**src/rtl/bp_angle_scheduler_if.sv**
```systemverilog
// Handshake bundle between the host angle source, bp_angle_scheduler and the PE lane array.
// The master modport is the scheduler side; slave is the source/lane side.
`ifndef kAngleLength
`define kAngleLength 16
`endif

interface bp_angle_scheduler_if #(
  parameter int NUM_PE      = 4,
  parameter int ANGLE_WIDTH = `kAngleLength
);
  logic [ANGLE_WIDTH-1:0] hs_angle;
  logic                   hs_has_next_angle;
  logic                   hs_next_angle_ack;
  logic                   hs_next_angle;
  logic [ANGLE_WIDTH-1:0] pe_angle;
  logic [NUM_PE-1:0]      pe_valid;
  logic [NUM_PE-1:0]      pe_ready;
  logic [NUM_PE-1:0]      pe_done;

  modport master (
    input  hs_angle, hs_has_next_angle, hs_next_angle_ack, pe_ready, pe_done,
    output hs_next_angle, pe_angle, pe_valid
  );

  modport slave (
    output hs_angle, hs_has_next_angle, hs_next_angle_ack, pe_ready, pe_done,
    input  hs_next_angle, pe_angle, pe_valid
  );
endinterface

```
**src/rtl/bp_angle_scheduler.sv**
```systemverilog
// Dispatches host angles one at a time to idle backprojection lanes and signals end of run.
// Define BP_ANGLE_SCHED_RR_EN for round-robin lane choice; default is lowest-index idle lane.
`ifndef kAngleLength
`define kAngleLength 16
`endif

module bp_angle_scheduler #(
  parameter int NUM_PE      = 4,
  parameter int ANGLE_WIDTH = `kAngleLength,
  parameter int COUNT_WIDTH = 8
) (
  input  logic                   clk,
  input  logic                   reset,
  input  logic                   start,
  bp_angle_scheduler_if.master   bus,
  output logic [NUM_PE-1:0]      pe_busy,
  output logic                   busy,
  output logic                   done,
  output logic [COUNT_WIDTH-1:0] angle_count
);
  localparam int IDX_W = (NUM_PE > 1) ? $clog2(NUM_PE) : 1;

  typedef enum logic [2:0] {
    S_IDLE, S_SELECT, S_OFFER, S_ADVANCE, S_DRAIN, S_DONE
  } state_t;

  state_t                 state, state_next;
  logic [IDX_W-1:0]       grant, grant_next;
  logic [IDX_W-1:0]       sel_idx;
  logic                   sel_found;
  logic                   accept;
  logic [ANGLE_WIDTH-1:0] pe_angle_q, pe_angle_next;
  logic [NUM_PE-1:0]      pe_valid_q, pe_valid_next;
  logic [NUM_PE-1:0]      pe_busy_next;
  logic [COUNT_WIDTH-1:0] count_next;
`ifdef BP_ANGLE_SCHED_RR_EN
  logic [IDX_W-1:0]       rr_ptr, rr_ptr_next;
`endif

  assign bus.pe_angle      = pe_angle_q;
  assign bus.pe_valid      = pe_valid_q;
  assign bus.hs_next_angle = (state == S_ADVANCE);
  assign accept            = (state == S_OFFER) && bus.pe_ready[grant];

  // Lane picker: only lanes whose registered busy bit is clear are candidates.
  always_comb begin
    sel_found = 1'b0;
    sel_idx   = '0;
    for (int k = 0; k < NUM_PE; k++) begin
`ifdef BP_ANGLE_SCHED_RR_EN
      if (!sel_found && !pe_busy[(int'(rr_ptr) + k) % NUM_PE]) begin
        sel_found = 1'b1;
        sel_idx   = IDX_W'((int'(rr_ptr) + k) % NUM_PE);
      end
`else
      if (!sel_found && !pe_busy[k]) begin
        sel_found = 1'b1;
        sel_idx   = IDX_W'(k);
      end
`endif
    end
  end

  always_comb begin
    // NOTE: every signal gets a default before the case so no latch can be inferred.
    state_next    = state;
    grant_next    = grant;
    pe_angle_next = pe_angle_q;
    pe_valid_next = '0;
    count_next    = angle_count;
    pe_busy_next  = pe_busy & ~bus.pe_done;
`ifdef BP_ANGLE_SCHED_RR_EN
    rr_ptr_next   = rr_ptr;
`endif
    unique case (state)
      S_IDLE: begin
        if (start) begin
          count_next = '0;
          state_next = S_SELECT;
        end
      end
      S_SELECT: begin
        if (sel_found) begin
          grant_next    = sel_idx;
          pe_angle_next = bus.hs_angle;
          pe_valid_next = NUM_PE'(1) << sel_idx;
          state_next    = S_OFFER;
        end
      end
      S_OFFER: begin
        if (accept) begin
          pe_busy_next[grant] = 1'b1;
          count_next          = angle_count + COUNT_WIDTH'(1);
`ifdef BP_ANGLE_SCHED_RR_EN
          rr_ptr_next = (int'(grant) == NUM_PE - 1) ? '0 : grant + IDX_W'(1);
`endif
          state_next  = bus.hs_has_next_angle ? S_ADVANCE : S_DRAIN;
        end else begin
          pe_valid_next = pe_valid_q;
        end
      end
      S_ADVANCE: state_next = bus.hs_next_angle_ack ? S_SELECT : S_DRAIN;
      // A completion arriving this cycle already counts as drained.
      S_DRAIN:   if (pe_busy_next == '0) state_next = S_DONE;
      S_DONE:    state_next = S_IDLE;
      default:   state_next = S_IDLE;
    endcase
  end

  // NOTE: sequential state uses <= only, so every register sees pre-edge values.
  always_ff @(posedge clk) begin
    if (reset) begin
      state       <= S_IDLE;
      grant       <= '0;
      pe_angle_q  <= '0;
      pe_valid_q  <= '0;
      pe_busy     <= '0;
      busy        <= 1'b0;
      done        <= 1'b0;
      angle_count <= '0;
`ifdef BP_ANGLE_SCHED_RR_EN
      rr_ptr      <= '0;
`endif
    end else begin
      state       <= state_next;
      grant       <= grant_next;
      pe_angle_q  <= pe_angle_next;
      pe_valid_q  <= pe_valid_next;
      pe_busy     <= pe_busy_next;
      busy        <= (state_next != S_IDLE);
      done        <= (state_next == S_DONE);
      angle_count <= count_next;
`ifdef BP_ANGLE_SCHED_RR_EN
      rr_ptr      <= rr_ptr_next;
`endif
    end
  end
endmodule

```
**src/flat_wrapper.sv**
```systemverilog
// flat-port wrapper written by rule: the top's interface ports become plain ports
module bp_angle_scheduler_flat 
#(
  parameter int NUM_PE      = 4,
  parameter int ANGLE_WIDTH = `kAngleLength,
  parameter int COUNT_WIDTH = 8
)
  (clk, reset, start, pe_busy, busy, done, angle_count, bus_hs_angle, bus_hs_has_next_angle, bus_hs_next_angle_ack, bus_pe_ready, bus_pe_done, bus_hs_next_angle, bus_pe_angle, bus_pe_valid);
  bp_angle_scheduler_if #(.NUM_PE(NUM_PE), .ANGLE_WIDTH(ANGLE_WIDTH)) bus_i ();
  input  logic clk;
  input  logic reset;
  input  logic start;
  output logic [NUM_PE-1:0] pe_busy;
  output logic busy;
  output logic done;
  output logic [COUNT_WIDTH-1:0] angle_count;
  input wire logic [$bits(bus_i.hs_angle)-1:0] bus_hs_angle;
  input wire logic [$bits(bus_i.hs_has_next_angle)-1:0] bus_hs_has_next_angle;
  input wire logic [$bits(bus_i.hs_next_angle_ack)-1:0] bus_hs_next_angle_ack;
  input wire logic [$bits(bus_i.pe_ready)-1:0] bus_pe_ready;
  input wire logic [$bits(bus_i.pe_done)-1:0] bus_pe_done;
  output wire logic [$bits(bus_i.hs_next_angle)-1:0] bus_hs_next_angle;
  output wire logic [$bits(bus_i.pe_angle)-1:0] bus_pe_angle;
  output wire logic [$bits(bus_i.pe_valid)-1:0] bus_pe_valid;
  assign bus_i.hs_angle = bus_hs_angle;
  assign bus_i.hs_has_next_angle = bus_hs_has_next_angle;
  assign bus_i.hs_next_angle_ack = bus_hs_next_angle_ack;
  assign bus_i.pe_ready = bus_pe_ready;
  assign bus_i.pe_done = bus_pe_done;
  assign bus_hs_next_angle = bus_i.hs_next_angle;
  assign bus_pe_angle = bus_i.pe_angle;
  assign bus_pe_valid = bus_i.pe_valid;
  bp_angle_scheduler #(.NUM_PE(NUM_PE), .ANGLE_WIDTH(ANGLE_WIDTH), .COUNT_WIDTH(COUNT_WIDTH)) u_core (.clk(clk), .reset(reset), .start(start), .bus(bus_i), .pe_busy(pe_busy), .busy(busy), .done(done), .angle_count(angle_count));
endmodule
```
**config.mk**
```make
export PLATFORM = sky130hd
export DESIGN_NAME = bp_angle_scheduler_flat
export DESIGN_NICKNAME = d
export VERILOG_FILES = /design/src/rtl/bp_angle_scheduler_if.sv /design/src/rtl/bp_angle_scheduler.sv /design/src/flat_wrapper.sv
export SDC_FILE = /design/constraint.sdc
export NUM_CORES = 1
export LEC_CHECK = 0
export BUFFER_PORTS_ARGS = -buffer_cell sky130_fd_sc_hd__buf_2
export CORE_MARGIN = 10
export CORE_UTILIZATION = 48
export CTS_BUF_LIST = sky130_fd_sc_hd__clkbuf_16
export DETAILED_ROUTE_END_ITERATION = 16
export PLACE_DENSITY = 0.79
export SLEW_MARGIN = 40
export SYNTH_ARGS = -nofsm -noshare
export SYNTH_HDL_FRONTEND = slang
export SYNTH_SLANG_ARGS = --single-unit
```
**constraint.sdc**
```tcl
create_clock -name clk -period 1.8 [get_ports clk]
set_input_delay 0.36 -clock clk [delete_from_list [all_inputs] [get_ports clk]]
set_output_delay 0.36 -clock clk [all_outputs]
set_load 0.02 [all_outputs]
```
== Word level (Yosys, flattened, before mapping) ==
Index checks and enable logic that the tools add are counted.
Cells by class
  order comparisons: 2
  multiplexer cells: 26
  reductions and logical operators: 16
  shifts and indexed selects: 1
  add/subtract/negate cells: 1
  equal/unequal tests: 7
  bitwise logic cells: 3
  divide/modulo/power cells: 0
  $mul: 0
Operators with widths (count)
  two-way mux 3 bit: 6
  two-way mux 4 bit: 4
  two-way mux 8 bit: 2
  case mux 8 bit (2 select lines): 1
  case mux 3 bit (5 select lines): 1
  adder 8 x 1 -> 8 bit, second input constant: 1
  case mux 4 bit (2 select lines): 1
  two-way mux 1 bit: 7
  == test 3 x 2 -> 1 bit, second input constant: 2
  == test 3 bit, second input constant: 2
  logical AND 1 bit: 5
  zero test 1 bit: 5
  AND 4 bit: 1
  zero test 4 bit: 1
  two-way mux 2 bit: 2
  NOT 4 bit: 1
  OR 4 bit: 1
  << shifter 1 x 2 -> 4 bit, first input constant: 1
  == test 3 x 1 -> 1 bit, second input constant: 1
  zero test 3 bit: 1
  less-than comparator 2 x 3 -> 1 bit, second input constant: 1
  AND reduction 3 bit: 1
  nonzero test 3 bit: 1
  binary-select mux 1 bit (select 2 bit): 1
  6 further kinds: 6
Storage, ports and cells
  input port bits: 29
  register bits: 39
  memories kept: 0
  bits in latches: 0
  bits in writable memories: 0
  bits in read-only memories: 0

== Depth between registers and ports, before layout ==
Gate-level depths: netlist (run 1).
  depth in word-level cells: 12
  gate-level depth with buffers: 7
  depth with buffers taken out: 5

== Worst setup path after synthesis (run 1) ==
No wires, ideal clock.
  kind: reg-to-reg
  start point: register u_core.grant[0]
  end point: register u_core.angle_count[7]
  period minus slack after synthesis: 1626 ps
  setup slack: 174 ps
  setup time: 135 ps
  buffers on the path: 2
  data required time: 1665 ps
  stages on the path, launching flop included: 7
  arrival time: 1491 ps
  cell sequence: dfxtp_1 -> buf_6 -> mux4_2 -> and2_4 -> buf_6 -> a41oi_2 -> a211oi_1
Between the ends
  cells in the longest elaborated chain, start to end: 5
Ends and longest elaborated chain
  from (decl): line bp_angle_scheduler.sv:28  | logic [IDX_W-1:0] grant, grant_next;
  from (signal assigned): line bp_angle_scheduler.sv:126  | grant <= grant_next;
  binary-select mux 1 bit (select 2 bit): line bp_angle_scheduler.sv:43  | assign accept = (state == S_OFFER) && bus.pe_ready[grant];
  two-way mux 1 bit (not written as such): line bp_angle_scheduler.sv:43
  logical AND 1 bit: line bp_angle_scheduler.sv:43
  inequality test 2 x 1 -> 1 bit (no line)
  AND reduction 3 bit (no line)
  to (signal assigned): line bp_angle_scheduler.sv:132  | angle_count <= count_next;
  to (decl): line bp_angle_scheduler.sv:19  | output logic [COUNT_WIDTH-1:0] angle_count
No other way between the ends. The select of a mux whose other input is x is not followed.
A chain may end at the register's enable or synchronous reset.

== Worst setup path after layout (run 1) ==
  start point: register u_core.grant[0]
  end point: register u_core.busy
Between the ends
  cells in the longest elaborated chain, start to end: 6
Ends and longest elaborated chain
  binary-select mux 1 bit (select 2 bit): line bp_angle_scheduler.sv:43
  two-way mux 1 bit (not written as such): line bp_angle_scheduler.sv:43
  logical AND 1 bit: line bp_angle_scheduler.sv:43
  two-way mux 3 bit: line bp_angle_scheduler.sv:91  | if (accept) begin
  case mux 3 bit (5 select lines): line bp_angle_scheduler.sv:75  | unique case (state)
  nonzero test 3 bit: line bp_angle_scheduler.sv:130  | busy <= (state_next != S_IDLE);
  to (signal assigned): line bp_angle_scheduler.sv:130
  to (decl): line bp_angle_scheduler.sv:17  | output logic busy,
No other way between the ends. The select of a mux whose other input is x is not followed.

==> results of run 1 <==
==> cells by family (layout without fill, tap and decap cells) <==
logic type	Yosys count	in the layout	share of synthesized area, %
adders and majority gates	1	1	0.728
buffers and inverters	16	80	5.61
DFF	39	39	45.4
muxes	4	4	3.13
AOI/OAI and AO/OA	46	46	16.6
and+or+nand+nor	92	92	26.4
xor gates and xnor gates	4	4	2.04
==> final cells by class <==
type	instances	area share (%)
clock buffers	5	5.69
clock inverters	3	0.683
inverters	4	0.683
multi-input cells	147	38.2
flip-flops and latches	39	35.5
well taps	46	2.62
repair buffers	68	16.6
==> path summary, 6_finish.rpt <==
check	start	endpoint	depth (start not counted)
setup / recovery	u_core.grant[0]	u_core.busy	4
hold / removal	bus_hs_angle[11]	u_core.bus.pe_angle[11]	3
setup reg to reg	u_core.grant[0]	u_core.busy	4
hold reg to reg	u_core.bus.pe_angle[10]	u_core.bus.pe_angle[10]	2
==> worst max-delay path, delay by kind of cell (launching register included) <==
family          cells  cell delay (ns)
flops               1             0.38
compound gates      3             0.75
mux                 1             0.36
==> cells in the final DEF, fill, tap and decap left out, types with 2 or more instances in the layout <==
master	count
and2_1	3
dfxtp_1	39
nand3b_1	2
a211oi_1	5
mux2i_1	2
a31oi_1	2
nand2_1	37
nand3_1	5
o21ai_0	2
nor2_1	20
a21oi_1	29
a311oi_1	2
nor2b_1	2
inv_1	4
xor2_1	4
and3_1	3
buf_4	4
nand4_1	4
nand2b_1	6
clkinv_2	3
buf_2	63
clkbuf_16	5
==> flip-flops by register name (all words and copies together) (netlist names) <==
| register | cells |
|---|---|
| u_core.busy | 1 |
| u_core.bus.pe_angle | 16 |
| u_core.state | 3 |
| u_core.done | 1 |
| u_core.angle_count | 8 |
| u_core.bus.pe_valid | 4 |
| u_core.grant | 2 |
| u_core.pe_busy | 4 |
==> through the flow <==
stage,hold slack [ns],setup WS (ns),cells
after floorplan,0.496,0.174,202
after global placement,0.439,0.186,304
after detailed placement,0.443,0.145,304
after CTS,0.311,0.179,312
after global routing,0.314,0.0757,312
final,0.316,0.173,312
==> per-layer routing <==
metal / GRT usage (%) / vias to the layer above / share of wire, %
met5: 0 / - / 0
met4: 4.23 / 0 / 0.72
met3: 6.87 / 4 / 8.2
met2: 24.2 / 45 / 50
met1: 15.4 / 741 / 41
li1: - / 825 / -
==> power by group <==
group / internal (µW) / leakage [µW] / total [µW] / switching (µW)
Combinational: 162 / 0.000580 / 396 / 235
Clock: 504 / 0.0000733 / 827 / 322
Sequential: 916 / 0.000317 / 961 / 44.9
==> flow_summary.html, run 1 <==
<table>
<tr><th>Metric</th><th>Value</th></tr>
<tr><th colspan="2">Floorplanning</th></tr>
<tr><td>Core Footprint</td><td>around 3400 µm²</td></tr>
<tr><td>Full die area</td><td>6370 µm²</td></tr>
<tr><td>Horiz. Die Dim</td><td>79.8 µm</td></tr>
<tr><td>Die height</td><td>79.8 µm</td></tr>
<tr><td>Initial cell density of the core</td><td>50.7%</td></tr>
<tr><td>Row count</td><td>21</td></tr>
<tr><td>Count of boundary I/O pins</td><td>64</td></tr>
<tr><th colspan="2">Placement</th></tr>
<tr><td>Half-perimeter wire length of the detailed placement result</td><td>roughly 3400 µm</td></tr>
<tr><td>Routability cong.</td><td>0.866</td></tr>
<tr><td>Placed Instance Area</td><td>between 2000 and 2500 µm²</td></tr>
<tr><td>Number of input and output port buffers inserted</td><td>63</td></tr>
<tr><th colspan="2">Timing</th></tr>
<tr><td>Highest attainable clock frequency</td><td>0.615 GHz</td></tr>
<tr><td>Largest clock skew in the final design</td><td>0.00444 ns</td></tr>
<tr><td>Setup violators final</td><td>0</td></tr>
<tr><td>Final hold vios</td><td>0</td></tr>
<tr><td>Minimum period implied by the final worst setup slack</td><td>roughly 1.6 ns</td></tr>
<tr><td>RSZ-0062 raised after global routing</td><td>false</td></tr>
<tr><td>Final cycle utilization of the critical path</td><td>90.4%</td></tr>
<tr><td>Total negative slack</td><td>0 ns</td></tr>
<tr><td>Worst-Margin Slew</td><td>around 0.61 ns</td></tr>
<tr><td>Final max-slew violation count</td><td>0</td></tr>
<tr><td>Max-slew headroom at the worst pin</td><td>59.4%</td></tr>
<tr><th colspan="2">Run</th></tr>
<tr><td>Max_cap viols</td><td>0</td></tr>
<tr><th colspan="2">Yosys</th></tr>
<tr><td>Portion of synthesized cell area occupied by the leading cell type</td><td>45.4%</td></tr>
<tr><td>Number of standard cells after synthesis</td><td>202</td></tr>
<tr><td>Share of async-settable or async-resettable flops after synthesis</td><td>0%</td></tr>
<tr><td>Dominant cell type by area after synthesis</td><td>dfxtp_1</td></tr>
<tr><td>Number of flip-flops and latches in the synthesized netlist</td><td>39</td></tr>
<tr><td>Net count after synthesis</td><td>232</td></tr>
<tr><td>Number of synthesized flops with an enable pin</td><td>0</td></tr>
<tr><td>Proportion of synthesized chip area in sequential cells</td><td>between 40% and 50%</td></tr>
<tr><td>Mean cell area of the mapped netlist</td><td>8.50 µm²</td></tr>
<tr><td>Leading post-synthesis cells by instance count</td><td>39 x dfxtp_1, 37 x nand2_1, 29 x a21oi_1</td></tr>
<tr><td>Library cell with the highest instance count after synthesis</td><td>dfxtp_1</td></tr>
<tr><td>Dominant cells by area after synthesis</td><td>dfxtp_1 45%, a21oi_1 8.4%, nand2_1 8.1%, nor2_1 4.4%, a211oi_1 2.2%</td></tr>
<tr><td>Flip-flop cell with the highest count after synthesis</td><td>dfxtp_1</td></tr>
<tr><td>Count of warnings emitted by yosys</td><td>0</td></tr>
<tr><td>Synth cell types</td><td>43</td></tr>
<tr><td>Post-synthesis instance area</td><td>between 1500 and 2000 µm²</td></tr>
<tr><th colspan="2">Critical path</th></tr>
<tr><td>Setup crit end kind</td><td>register</td></tr>
<tr><td>Critical-path top delay cell</td><td>dfxtp_1</td></tr>
<tr><td>Setup slack, reg-to-reg</td><td>~0.17 ns</td></tr>
<tr><td>Critical path class</td><td>reg2reg</td></tr>
<tr><td>Worst-path fanout max</td><td>3</td></tr>
<tr><td>Crit path arrival time</td><td>1.77 ns</td></tr>
<tr><td>Nature of the critical path startpoint</td><td>register</td></tr>
<tr><td>Stage delay of the slowest cell on the critical path</td><td>0.38 ns</td></tr>
<tr><td>Cells along the critical path</td><td>mux2_2, a311o_1, a221oi_1, a21oi_1</td></tr>
<tr><td>Required time of the critical path</td><td>around 2.0 ns</td></tr>
<tr><th colspan="2">Detailed routing</th></tr>
<tr><td>First-iteration detailed-routing DRC count</td><td>103</td></tr>
<tr><td>DRC violations left</td><td>0</td></tr>
<tr><td>Average routed wire per standard cell</td><td>14.3 µm</td></tr>
<tr><td>Detailed-routing iteration count for the pre-antenna-repair pass</td><td>4</td></tr>
<tr><td>Via density per instance</td><td>~5.2</td></tr>
<tr><td>Post-route antenna net violation count</td><td>0</td></tr>
<tr><td>Post-Route WL</td><td>4480 µm</td></tr>
<tr><td>Count of vias placed by the detailed router</td><td>1615</td></tr>
<tr><th colspan="2">CTS</th></tr>
<tr><td>Root Driver</td><td>clkbuf_16</td></tr>
<tr><td>Hold-fix buffer count after cts</td><td>0</td></tr>
<tr><td>CTS tree</td><td>built</td></tr>
<tr><td>Clock-pin slew of the registers on the worst-case setup and hold paths</td><td>0.06 ns</td></tr>
<tr><td>Number of buffers created by CTS</td><td>5</td></tr>
<tr><td>Maximum clock insertion buffer count</td><td>2</td></tr>
<tr><td>Total of cells resized after clock tree synthesis</td><td>0</td></tr>
<tr><td>H-tree depth</td><td>2</td></tr>
<tr><td>Clk sink count</td><td>39</td></tr>
<tr><td>Skew-Pair Late Insertion Delay</td><td>0.28 ns</td></tr>
<tr><td>Post CTS Setup Buffer Count</td><td>0</td></tr>
<tr><th colspan="2">Global routing</th></tr>
<tr><td>Via count of the first global-routing pass</td><td>1646</td></tr>
<tr><td>Total congestion overflow after global routing</td><td>0</td></tr>
<tr><td>Initial antenna violation count</td><td>0</td></tr>
<tr><td>First-pass GRT wire length</td><td>7330 µm</td></tr>
<tr><td>Pin count of the biggest net entering global routing</td><td>18</td></tr>
<tr><td>Overall routing resource usage</td><td>14.3%</td></tr>
<tr><th colspan="2">Run status</th></tr>
<tr><td>Result of the run</td><td>finished clean</td></tr>
<tr><th colspan="2">Cells and area</th></tr>
<tr><td>Layout Nets</td><td>295</td></tr>
<tr><td>Antenna diode count</td><td>0</td></tr>
<tr><td>FILL cells</td><td>290</td></tr>
<tr><td>Proportion of layout cells with a drive suffix above 1</td><td>32.7%</td></tr>
<tr><td>Post-layout util</td><td>64.9%</td></tr>
<tr><td>Growth of design area from synthesis to finish</td><td>28.0%</td></tr>
<tr><td>Final design area excluding fillers</td><td>around 2200 µm²</td></tr>
<tr><td>Combined area of the multi-input logic cells</td><td>841 µm²</td></tr>
<tr><td>Sequential standard cell area</td><td>781 µm²</td></tr>
<tr><th colspan="2">Power</th></tr>
<tr><td>Overall power after layout</td><td>2180 µW</td></tr>
<tr><td>IR Drop Worst-Case VDD</td><td>0.726 mV</td></tr>
<tr><td>Power density over cell area</td><td>993 nW/µm²</td></tr>
<tr><td>Leakage power figure</td><td>0.000970 µW</td></tr>
<tr><th colspan="2">Hold path</th></tr>
<tr><td>Min-Delay Path Class</td><td>in2reg</td></tr>
</table>
Power figures use the tool's default switching activity.
==> inputs of run 2 (changes only) <==
CORE_UTILIZATION = 35   (was 48)
PLACE_DENSITY = unset   (was 0.79)
SKIP_LAST_GASP = 1   (was unset)
==> run 2 against run 1 <==
Final cell count rose by 7.7%; routed wire length is 7.4% higher; hold slack worse by 0.0031 ns; clock power rose by 19%; via count is the same; first-iteration DRC count decreased by 4.9%; sequential share of layout area decreased by 0.94 points; maximum frequency grew 0.85%; worst setup slack improved by 0.014 ns; cell area grew 2.7%; clock skew grew 0.0013 ns; global-route usage decreased by 2.4 points; critical endpoint is now u_core.angle_count[3]; largest cell class unchanged; largest power group is now clock.
==> flow_summary.html, run 2 (synthesized netlist as in run 1, its figures left out) <==
<table>
<tr><th>Metric</th><th>Value</th></tr>
<tr><th colspan="2">Timing</th></tr>
<tr><td>Total negative slack</td><td>0 ns (unchanged)</td></tr>
<tr><td>Final hold vios</td><td>0 (unchanged)</td></tr>
<tr><td>Final cycle utilization of the critical path</td><td>89.6% (-0.76 points)</td></tr>
<tr><td>Final setup slack of the worst path</td><td>0.187 ns (+0.0137 ns)</td></tr>
<tr><td>Highest attainable clock frequency</td><td>0.620 GHz (+0.85%)</td></tr>
<tr><td>Setup violators final</td><td>0 (unchanged)</td></tr>
<tr><td>Largest clock skew in the final design</td><td>0.00575 ns (+0.00131 ns)</td></tr>
<tr><td>RSZ-0062 raised after global routing</td><td>false</td></tr>
<tr><td>Final max-slew violation count</td><td>0 (unchanged)</td></tr>
<tr><td>Minimum period implied by the final worst setup slack</td><td>1.61 ns (-0.0137 ns)</td></tr>
<tr><td>Worst-Margin Slew</td><td>0.342 ns (-0.265 ns)</td></tr>
<tr><td>Max-slew headroom at the worst pin</td><td>77.1% (+18 points)</td></tr>
<tr><th colspan="2">Cells and area</th></tr>
<tr><td>Proportion of layout cells with a drive suffix above 1</td><td>33.1% (+0.38 points)</td></tr>
<tr><td>Growth of design area from synthesis to finish</td><td>31.5%</td></tr>
<tr><td>Final design area excluding fillers</td><td>2260 µm² (+2.7%)</td></tr>
<tr><td>Layout Nets</td><td>298 (+1.0%)</td></tr>
<tr><td>Antenna diode count</td><td>0 (unchanged)</td></tr>
<tr><td>Max FFs per register</td><td>16 (unchanged)</td></tr>
<tr><td>Commonest non-fill, non-tap cell in the layout</td><td>buf_2</td></tr>
<tr><td>Most used cells in the layout excluding fill and tap cells</td><td>63 x buf_2, 39 x dfxtp_1, 37 x nand2_1</td></tr>
<tr><th colspan="2">Detailed routing</th></tr>
<tr><td>Count of vias placed by the detailed router</td><td>1615 (unchanged)</td></tr>
<tr><td>Post-route antenna net violation count</td><td>0 (unchanged)</td></tr>
<tr><td>DRC violations left</td><td>0 (unchanged)</td></tr>
<tr><td>Via density per instance</td><td>4.81 (-7.1%)</td></tr>
<tr><td>Average routed wire per standard cell</td><td>14.3 µm (-0.27%)</td></tr>
<tr><td>Post-Route WL</td><td>4810 µm (+7.4%)</td></tr>
<tr><td>Detailed-routing iteration count for the pre-antenna-repair pass</td><td>4 (unchanged)</td></tr>
<tr><td>First-iteration detailed-routing DRC count</td><td>98 (-4.9%)</td></tr>
<tr><th colspan="2">Floorplanning</th></tr>
<tr><td>Full die area</td><td>8110 µm² (+27%)</td></tr>
<tr><td>Horiz. Die Dim</td><td>90.1 µm (+13%)</td></tr>
<tr><td>Core Footprint</td><td>4750 µm² (+40%)</td></tr>
<tr><td>Die height</td><td>90.1 µm (+13%)</td></tr>
<tr><td>Count of boundary I/O pins</td><td>64 (unchanged)</td></tr>
<tr><td>Initial cell density of the core</td><td>36.1% (-15 points)</td></tr>
<tr><td>Row count</td><td>25 (+19%)</td></tr>
<tr><th colspan="2">Critical path</th></tr>
<tr><td>Critical path's top delay family</td><td>multiplexers</td></tr>
<tr><td>Critical-path top delay cell</td><td>mux4_2</td></tr>
<tr><td>Cells along the critical path</td><td>mux4_2, a21oi_2, a21oi_1, a211oi_1</td></tr>
<tr><td>Nature of the critical path startpoint</td><td>register</td></tr>
<tr><td>Setup crit end kind</td><td>register</td></tr>
<tr><td>Stage delay of the slowest cell on the critical path</td><td>0.66 ns (+0.28 ns)</td></tr>
<tr><td>Critical path class</td><td>reg2reg</td></tr>
<tr><td>Worst-path fanout max</td><td>10 (+7)</td></tr>
<tr><td>Number of buffer and inverter stages on the critical path</td><td>0 (unchanged)</td></tr>
<tr><td>Required time of the critical path</td><td>2.00 ns (+0.05 ns)</td></tr>
<tr><td>Crit path arrival time</td><td>1.81 ns (+0.04 ns)</td></tr>
<tr><th colspan="2">Placement</th></tr>
<tr><td>Number of input and output port buffers inserted</td><td>63 (unchanged)</td></tr>
<tr><td>Post-Place Setup Slack</td><td>0.148 ns (+0.00236 ns)</td></tr>
<tr><td>Placed Instance Area</td><td>2100 µm² (+1.8%)</td></tr>
<tr><td>Routability cong.</td><td>0.738 (-15%)</td></tr>
<tr><td>Half-perimeter wire length of the detailed placement result</td><td>3580 µm (+5.0%)</td></tr>
<tr><th colspan="2">Global routing</th></tr>
<tr><td>Overall routing resource usage</td><td>11.8% (-2.4 points)</td></tr>
<tr><td>Via count of the first global-routing pass</td><td>1579 (-4.1%)</td></tr>
<tr><td>Initial antenna violation count</td><td>0 (unchanged)</td></tr>
<tr><td>Pin count of the biggest net entering global routing</td><td>18 (unchanged)</td></tr>
<tr><td>First-pass GRT wire length</td><td>8000 µm (+9.1%)</td></tr>
<tr><td>Total congestion overflow after global routing</td><td>0 (unchanged)</td></tr>
<tr><th colspan="2">CTS</th></tr>
<tr><td>Skew-Pair Late Insertion Delay</td><td>0.28 ns (about the same)</td></tr>
<tr><td>H-tree depth</td><td>2 (unchanged)</td></tr>
<tr><td>CTS tree</td><td>built</td></tr>
<tr><td>Post CTS Setup Buffer Count</td><td>0 (unchanged)</td></tr>
<tr><td>Number of buffers created by CTS</td><td>5 (unchanged)</td></tr>
<tr><td>Root Driver</td><td>clkbuf_16</td></tr>
<tr><td>Total of cells resized after clock tree synthesis</td><td>0 (unchanged)</td></tr>
<tr><td>Clock-pin slew of the registers on the worst-case setup and hold paths</td><td>0.06 ns (about the same)</td></tr>
<tr><td>Maximum clock insertion buffer count</td><td>2 (unchanged)</td></tr>
<tr><td>Hold-fix buffer count after cts</td><td>0 (unchanged)</td></tr>
<tr><td>Clk sink count</td><td>39 (unchanged)</td></tr>
<tr><th colspan="2">Run</th></tr>
<tr><td>Max_cap viols</td><td>0 (unchanged)</td></tr>
<tr><th colspan="2">Power</th></tr>
<tr><td>Power density over cell area</td><td>1040 nW/µm² (+4.6%)</td></tr>
<tr><td>Leakage power figure</td><td>0.000990 µW (+2.1%)</td></tr>
<tr><td>IR Drop Worst-Case VDD</td><td>0.432 mV (-41%)</td></tr>
<tr><th colspan="2">Hold path</th></tr>
<tr><td>Min-Delay Path Class</td><td>in2reg</td></tr>
<tr><th colspan="2">Run status</th></tr>
<tr><td>Result of the run</td><td>finished clean</td></tr>
</table>
-- run 2: changes by cell type in the layout (fill, tap and decap cells not counted), sizes merged --
cell    previous run  this run
buf               68        71
bufinv             0         1
clkinv             3         2
-- run 2: worst reg2reg max path, stage by stage, from the launching register on --
cell,delay (ns)
dfxtp_1,0.37
mux4_2,0.66
a21oi_2,0.22
a21oi_1,0.06
a211oi_1,0.22
-- run 2: report_power, final --
part           switching [µW]  total (µW)  leakage, µW  internal [µW]
Combinational             238         403     0.000592            165
Clock                     340         986    0.0000812            646
Sequential               42.5         958     0.000317            916
Total                     621        2350     0.000990           1730
-- run 2: layout make-up --
type	instances	area, µm²
well taps	67	83.8
clock buffers	5	125
fillers	508	2490
flip-flops and latches	39	781
inverters	4	15.0
multi-input cells	147	841
clock inverters	3	38.8
repair buffers	71	375
-- run 2: path summary, 6_finish.rpt --
path / cells past startpoint / endpoint / slack (ns) / start
worst max-delay path: 4 / u_core.angle_count[3] / 0.19 / u_core.grant[0]
worst min-delay path: 3 / u_core.bus.pe_angle[12] / 0.31 / bus_hs_angle[12]
worst max register to register: 4 / u_core.angle_count[3] / 0.19 / u_core.grant[0]
worst min register to register: 2 / u_core.bus.pe_angle[5] / 0.45 / u_core.bus.pe_angle[5]
-- run 2: layer usage --
metal	routed length (µm)	global-route usage, %	share of wire (%)
met3	380	4.41	7.9
met5	0	0	0
met4	33	3.05	0.69
met1	2150	14.8	45
met2	2240	18.6	47
-- run 2: stage by stage --
stage / util [%] / power [µW] / std cells / hold slack [ns]
after CTS: 47.5 / 2370 / 336 / 0.307
after detailed placement: 44.1 / 1380 / 328 / 0.443
after floorplan: - / 1240 / 202 / 0.496
after global routing: 47.5 / 2470 / 336 / 0.314
final: 47.5 / 2350 / 336 / 0.313
after global placement: 44.1 / 1380 / 328 / 0.438
